### src/rtl/hdlc_rx_drain.sv
// -----------------------------------------------------------------------------
// hdlc_rx_drain
//
// Host-side bus master for the Rx path of the Hdlc controller. When the
// controller raises Rx_Ready, the block reads Rx_SC (overflow flag) and Rx_Len.
// It then reads exactly Rx_Len bytes from Rx_Buff and presents them on a
// valid/ready byte stream with start/end-of-frame markers. A frame whose length
// is 0 or above MAX_LEN is discarded by writing Rx_Drop. Frames delivered and
// frames dropped are counted in saturating 16-bit counters.
//
// Parameters
//   MAX_LEN      largest accepted frame length in bytes
//   FCS_EN       value of Rx_SC bit5 written at init and on each drop
//
// Ports
//   Clk, Rst     clock, synchronous active-high reset
//   Rx_Ready     controller has a received frame waiting
//   Address      register address (2 Rx_SC, 3 Rx_Buff, 4 Rx_Len), registered
//   ReadEnable   one-cycle read strobe, registered
//   WriteEnable  one-cycle write strobe, registered
//   DataIn       write data to the controller, registered
//   DataOut      read data from the controller, valid the cycle after a read
//   M_Data       stream byte
//   M_Valid      stream byte valid
//   M_Ready      downstream accepts the byte
//   M_Sof        first byte of a frame (qualified by M_Valid)
//   M_Eof        last byte of a frame (qualified by M_Valid)
//   M_Err        last byte of a frame that was flagged as overflowed
//   FrameCnt     frames delivered, saturating
//   DropCnt      frames dropped, saturating
// -----------------------------------------------------------------------------
module hdlc_rx_drain #(
    parameter int MAX_LEN = 126,
    parameter bit FCS_EN  = 1'b1
) (
    input  logic        Clk,
    input  logic        Rst,
    input  logic        Rx_Ready,
    output logic [2:0]  Address,
    output logic        ReadEnable,
    output logic        WriteEnable,
    output logic [7:0]  DataIn,
    input  logic [7:0]  DataOut,
    output logic [7:0]  M_Data,
    output logic        M_Valid,
    input  logic        M_Ready,
    output logic        M_Sof,
    output logic        M_Eof,
    output logic        M_Err,
    output logic [15:0] FrameCnt,
    output logic [15:0] DropCnt
);

    localparam logic [2:0] ADDR_SC   = 3'd2;
    localparam logic [2:0] ADDR_BUFF = 3'd3;
    localparam logic [2:0] ADDR_LEN  = 3'd4;

    localparam logic [7:0] SC_INIT = {2'b00, FCS_EN, 5'b00000};
    localparam logic [7:0] SC_DROP = {2'b00, FCS_EN, 3'b000, 1'b1, 1'b0};

    // Widened by one bit so a length of 255 compares correctly against MAX_LEN.
    localparam logic [8:0] MAX_LEN_W = 9'(MAX_LEN);

    typedef enum logic [3:0] {
        INIT,
        IDLE,
        RD_STAT,
        CAP_STAT,
        RD_LEN,
        CAP_LEN,
        BYTE_REQ,
        BYTE_CAP,
        BYTE_OUT,
        DROP,
        WAIT_CLR
    } state_t;

    state_t      state_q, state_d;
    logic [2:0]  addr_q, addr_d;
    logic [7:0]  din_q, din_d;
    logic        re_q, re_d;
    logic        we_q, we_d;
    logic [7:0]  rem_q, rem_d;
    logic        ovf_q, ovf_d;
    logic        first_q, first_d;
    logic [7:0]  mdata_q, mdata_d;
    logic        mvalid_q, mvalid_d;
    logic        msof_q, msof_d;
    logic        meof_q, meof_d;
    logic        merr_q, merr_d;
    logic [15:0] fcnt_q, fcnt_d;
    logic [15:0] dcnt_q, dcnt_d;

    function automatic logic [15:0] sat_inc(input logic [15:0] v);
        return (v == 16'hFFFF) ? v : v + 16'd1;
    endfunction

    function automatic logic len_bad(input logic [7:0] len);
        return (len == 8'd0) || ({1'b0, len} > MAX_LEN_W);
    endfunction

    // The bus strobes are registered: each strobe is raised on the edge that
    // enters the state which owns it, so it is visible during that state. The
    // INIT write is the exception -- INIT only exists under reset, so its
    // write appears during the first IDLE cycle.
    always_comb begin
        state_d  = state_q;
        addr_d   = addr_q;
        din_d    = din_q;
        re_d     = 1'b0;
        we_d     = 1'b0;
        rem_d    = rem_q;
        ovf_d    = ovf_q;
        first_d  = first_q;
        mdata_d  = mdata_q;
        mvalid_d = mvalid_q;
        msof_d   = msof_q;
        meof_d   = meof_q;
        merr_d   = merr_q;
        fcnt_d   = fcnt_q;
        dcnt_d   = dcnt_q;

        case (state_q)
            INIT: begin
                we_d    = 1'b1;
                addr_d  = ADDR_SC;
                din_d   = SC_INIT;
                state_d = IDLE;
            end
            IDLE: begin
                if (Rx_Ready) begin
                    re_d    = 1'b1;
                    addr_d  = ADDR_SC;
                    state_d = RD_STAT;
                end
            end
            RD_STAT: begin
                state_d = CAP_STAT;
            end
            CAP_STAT: begin
                ovf_d   = DataOut[4];
                re_d    = 1'b1;
                addr_d  = ADDR_LEN;
                state_d = RD_LEN;
            end
            RD_LEN: begin
                state_d = CAP_LEN;
            end
            CAP_LEN: begin
                rem_d   = DataOut;
                first_d = 1'b1;
                if (len_bad(DataOut)) begin
                    we_d    = 1'b1;
                    addr_d  = ADDR_SC;
                    din_d   = SC_DROP;
                    state_d = DROP;
                end else begin
                    re_d    = 1'b1;
                    addr_d  = ADDR_BUFF;
                    state_d = BYTE_REQ;
                end
            end
            BYTE_REQ: begin
                state_d = BYTE_CAP;
            end
            BYTE_CAP: begin
                mdata_d  = DataOut;
                mvalid_d = 1'b1;
                msof_d   = first_q;
                meof_d   = (rem_q == 8'd1);
                merr_d   = (rem_q == 8'd1) && ovf_q;
                rem_d    = rem_q - 8'd1;
                first_d  = 1'b0;
                state_d  = BYTE_OUT;
            end
            BYTE_OUT: begin
                // Stream outputs hold until the handshake; no new read is
                // issued while a byte is still pending.
                if (M_Ready) begin
                    mvalid_d = 1'b0;
                    msof_d   = 1'b0;
                    meof_d   = 1'b0;
                    merr_d   = 1'b0;
                    if (rem_q != 8'd0) begin
                        re_d    = 1'b1;
                        addr_d  = ADDR_BUFF;
                        state_d = BYTE_REQ;
                    end else begin
                        fcnt_d  = sat_inc(fcnt_q);
                        state_d = WAIT_CLR;
                    end
                end
            end
            DROP: begin
                dcnt_d  = sat_inc(dcnt_q);
                state_d = WAIT_CLR;
            end
            WAIT_CLR: begin
                // Rx_Ready must be seen low before the next frame is taken,
                // otherwise a slow-to-clear Rx_Ready would re-read this frame.
                if (!Rx_Ready) begin
                    state_d = IDLE;
                end
            end
            default: begin
                state_d = INIT;
            end
        endcase
    end

    always_ff @(posedge Clk) begin
        if (Rst) begin
            state_q  <= INIT;
            addr_q   <= 3'd0;
            din_q    <= 8'd0;
            re_q     <= 1'b0;
            we_q     <= 1'b0;
            rem_q    <= 8'd0;
            ovf_q    <= 1'b0;
            first_q  <= 1'b0;
            mdata_q  <= 8'd0;
            mvalid_q <= 1'b0;
            msof_q   <= 1'b0;
            meof_q   <= 1'b0;
            merr_q   <= 1'b0;
            fcnt_q   <= 16'd0;
            dcnt_q   <= 16'd0;
        end else begin
            state_q  <= state_d;
            addr_q   <= addr_d;
            din_q    <= din_d;
            re_q     <= re_d;
            we_q     <= we_d;
            rem_q    <= rem_d;
            ovf_q    <= ovf_d;
            first_q  <= first_d;
            mdata_q  <= mdata_d;
            mvalid_q <= mvalid_d;
            msof_q   <= msof_d;
            meof_q   <= meof_d;
            merr_q   <= merr_d;
            fcnt_q   <= fcnt_d;
            dcnt_q   <= dcnt_d;
        end
    end

    assign Address     = addr_q;
    assign DataIn      = din_q;
    assign ReadEnable  = re_q;
    assign WriteEnable = we_q;
    assign M_Data      = mdata_q;
    assign M_Valid     = mvalid_q;
    assign M_Sof       = msof_q;
    assign M_Eof       = meof_q;
    assign M_Err       = merr_q;
    assign FrameCnt    = fcnt_q;
    assign DropCnt     = dcnt_q;

endmodule

### config.mk
export PLATFORM = sky130hd
export DESIGN_NAME = hdlc_rx_drain
export DESIGN_NICKNAME = d
export VERILOG_FILES = /design/src/rtl/hdlc_rx_drain.sv
export SDC_FILE = /design/constraint.sdc
export NUM_CORES = 1
export LEC_CHECK = 0
export CORE_ASPECT_RATIO = 0.9
export CORE_MARGIN = 4
export CORE_UTILIZATION = 50
export CTS_CLUSTER_SIZE = 30
export DETAILED_ROUTE_END_ITERATION = 16
export DONT_BUFFER_PORTS = 1
export GPL_TIMING_DRIVEN = 0
export HOLD_SLACK_MARGIN = 0.05
export PLACE_DENSITY = 0.73
export SLEW_MARGIN = 20
export SYNTH_ARGS = -nofsm -noshare
export SYNTH_HDL_FRONTEND = slang
export SYNTH_SLANG_ARGS = --single-unit
### constraint.sdc
create_clock -name Clk -period 2 [get_ports Clk]
set_input_delay 0.2 -clock Clk [delete_from_list [all_inputs] [get_ports Clk]]
set_output_delay 0.2 -clock Clk [all_outputs]
set_load 0.01 [all_outputs]
==> results.toml <==
[status]
outcome = "completed"

[sta]
setup_viol = 0
max_freq_mhz = 522
report.final.hold_viol_count = 0
fin_crit_ns = 1.92
slew_viol_final = 0
worst_clock_skew_ns = 0.00842
post-route-period-util = 0.958
maxSlewHeadroom = 0.604
tightest_slew_ns = 0.594

[hold_path]
whs_path_depth = 3
hp-start = "Rx_Ready"
worst_hold_path_type = "in -> reg"
min_to = "state_q[0]"

[placement]
place.port_buffers = 0
placed_area_mm2 = 0.00355
hpwl_um = 6070
place_congestion = 0.901

[grt]
antenna_found_initial = 0
grt_max_degree = 13
track_usage = 0.224
grt_first_pass_wirelength_um = 14700
grt_overflow_total = 0
grt_pass1_vias = 2981

[synthesis]
synth_ff_type = "dfxtp_1"
syn_inst = 418
yosysUniqueCellTypes = 55
yosys_warnings = 0
synth_edf_count = 0
synth_seq_cells = 65
async_reset_ff_frac = 0
seq_area_frac_synth = 0.380
syn_area_mm2 = 0.00342
avgSynthCellArea_um2 = 8.18

[final_layout]
final_cell_area_mm2 = 0.00409
drive_above_1_share = 0.188
area_delta_synth_final_pct = 19.6
fillers = 543
mostFrequentLayoutCell = "nor2_1"
layout_common_cells = "nor2_1, dfxtp_1, nand2_1"
final_nets = 469
antenna_cells = 0
postLayoutCoreUtil = 0.618

[critical_path]
worstRegToRegCells = 9
critPathCaptureType = "register"
reg2reg_from = "rem_q[1]"
crit_fanout = 10
cp_data_arrival_time_ns = 2.13
worst-endpoint-required_ns = 2.21
crit_type = "reg -> reg"
start_kind = "register"
r2r_slack_ns = 0.08
r2r-end = "FrameCnt[9]"

[routing]
via_per_inst = 5.93
drc = 0
wl_per_cell_um = 16.8
drt-initial-drc-count = 281
vias = 3252
detail-route-antenna-nets = 0
dr.pass1.iters = 5
routed_wl_um = 9220

[pwr]
p_per_area_mw_per_mm2 = 718
intPower_w = 0.00216
leakage_nw = 1.47
p_switching_w = 0.000774
power.share.clock = 0.419
power_frac_seq = 0.463
ir_worst_vdd_v = 0.000408
swShare = 0.263
p_comb_frac = 0.119

[cts]
clk_pin_slew_ns = 0.07
cts_tree = "done"
htree_levels = 3
cts_made_buffers = 9
clock_latency_ns = 0.35
cts_root_buf = "clkbuf_8"
cts_sinks = 65
clk_path_buf_depth = 2

[floorplan]
die_h_um = 86.5
die_w_um = 95.2
die_area_mm2 = 0.00823
std_cell_rows = 28
core_area_mm2 = 0.00662
start_util = 0.517
ioPinCount = 69

[flow_run]
cap_violations = 0
[synthesized netlist by cell type (all sizes together) (4+ instances only)]
cell type / number / area share
a21oi: 27 / 0.040
inv: 13 / 0.014
ha: 4 / 0.015
buf: 15 / 0.027
nor2b: 6 / 0.011
clkbuf: 17 / 0.019
xnor2: 14 / 0.036
dfxtp: 65 / 0.38
nand4: 7 / 0.013
xor2: 10 / 0.026
nand2: 44 / 0.048
nor2: 56 / 0.061
a2111oi: 5 / 0.026
nor3: 11 / 0.016
a211oi: 13 / 0.029
nand3: 17 / 0.025
and3: 9 / 0.016
nor4: 5 / 0.0091
nand2b: 6 / 0.011
o21ai: 12 / 0.018
nor4b: 4 / 0.021
o22ai: 6 / 0.011
and4: 6 / 0.015
a31oi: 6 / 0.011
[routing by layer]
layer | GRT usage | routed length, um | vias to the layer above
li1 | - | - | 1562
met1 | 0.298 | 3950 | 1507
met2 | 0.329 | 4130 | 160
met3 | 0.0877 | 973 | 23
met4 | 0.0773 | 170 | 0
met5 | 0 | 0 | -
[worst max-delay path by stage]
stage	from	end	slack, ns	depth (start not counted)
2_1_floorplan	rem_q[0]	FrameCnt[11]	0.07	7
3_3_place_gp	rem_q[0]	FrameCnt[9]	-0.20	8
3_5_place_dp	rem_q[0]	FrameCnt[8]	-0.26	7
4_1_cts	rem_q[0]	FrameCnt[13]	-0.002	8
5_1_grt	FrameCnt[2]	FrameCnt[11]	-0.05	5
6_report	rem_q[1]	FrameCnt[9]	0.08	9
[through the flow]
step	total power (W)	hold WS [ns]	std cells	setup slack [ns]	setup TNS [ns]
floorplan	0.00162	0.336	423	0.0727	0
global placement	0.00168	0.339	513	-0.199	-2.38
detailed placement	0.00169	0.344	513	-0.257	-3.13
CTS	0.00294	0.0687	538	-0.00154	-0.00154
global route	0.00308	0.0923	548	-0.0457	-0.201
finish	0.00294	0.0814	548	0.0837	0
[flip-flops by register name, indices dropped and copies added, names as in the netlist, 2 cells and up]
signal    flops
Address       3
DataIn        2
DropCnt      16
FrameCnt     16
M_Data        8
rem_q         8
state_q       4
[cell type report]
class                      instances  area [um2]  share of cell area
buffer                            32         168              0.0410
clock buffer                       9         124              0.0303
clock inverter                     7        95.1              0.0232
inverter                          13        48.8              0.0119
multi-input combinational        313        2060               0.503
sequential                        65        1320               0.322
tap                               90         113              0.0275
timing repair buffer              19         166              0.0407
[power groups by stage]
stage / Clock [W] / Sequential (W) / Combinational, W
3_5_place_dp: 0 / 0.00139 / 0.000298
4_1_cts: 0.00126 / 0.00136 / 0.000320
2_1_floorplan: 0 / 0.00138 / 0.000240
6_report: 0.00123 / 0.00136 / 0.000349
5_1_grt: 0.00133 / 0.00136 / 0.000389
3_3_place_gp: 0 / 0.00139 / 0.000296
[timing repair]
| item | 4_1_cts | 5_1_grt |
|---|---|---|
| setup buffers | 1 | 10 |
| endpoints found under the hold margin | 10 | 0 |
| resized for setup | 8 | 41 |
| pin swaps | 1 | 10 |
| hold buffers | 8 | 0 |
| endpoints found under the setup margin | 18 | 49 |
[logic make-up after synthesis]
kind of cell | share of synthesized area
AOI/OAI and AO/OA | 0.191
xor gates and xnor gates | 0.0614
adders and majority gates | 0.0146
buffers and inverters | 0.0604
DFF | 0.380
muxes | 0.0187
other | 0.00110
and+or+nand+nor | 0.273
[critical path, cell delays in order, from the launching register on]
cell       delay [ns]
dfxtp_2          0.33
inv_2            0.07
ha_4             0.15
nor4b_4          0.25
nand4_1          0.16
buf_6            0.17
buf_6            0.16
a2111oi_4        0.29
xnor2_1          0.15
nor2_1           0.05
(Power assumes the default switching activity.)
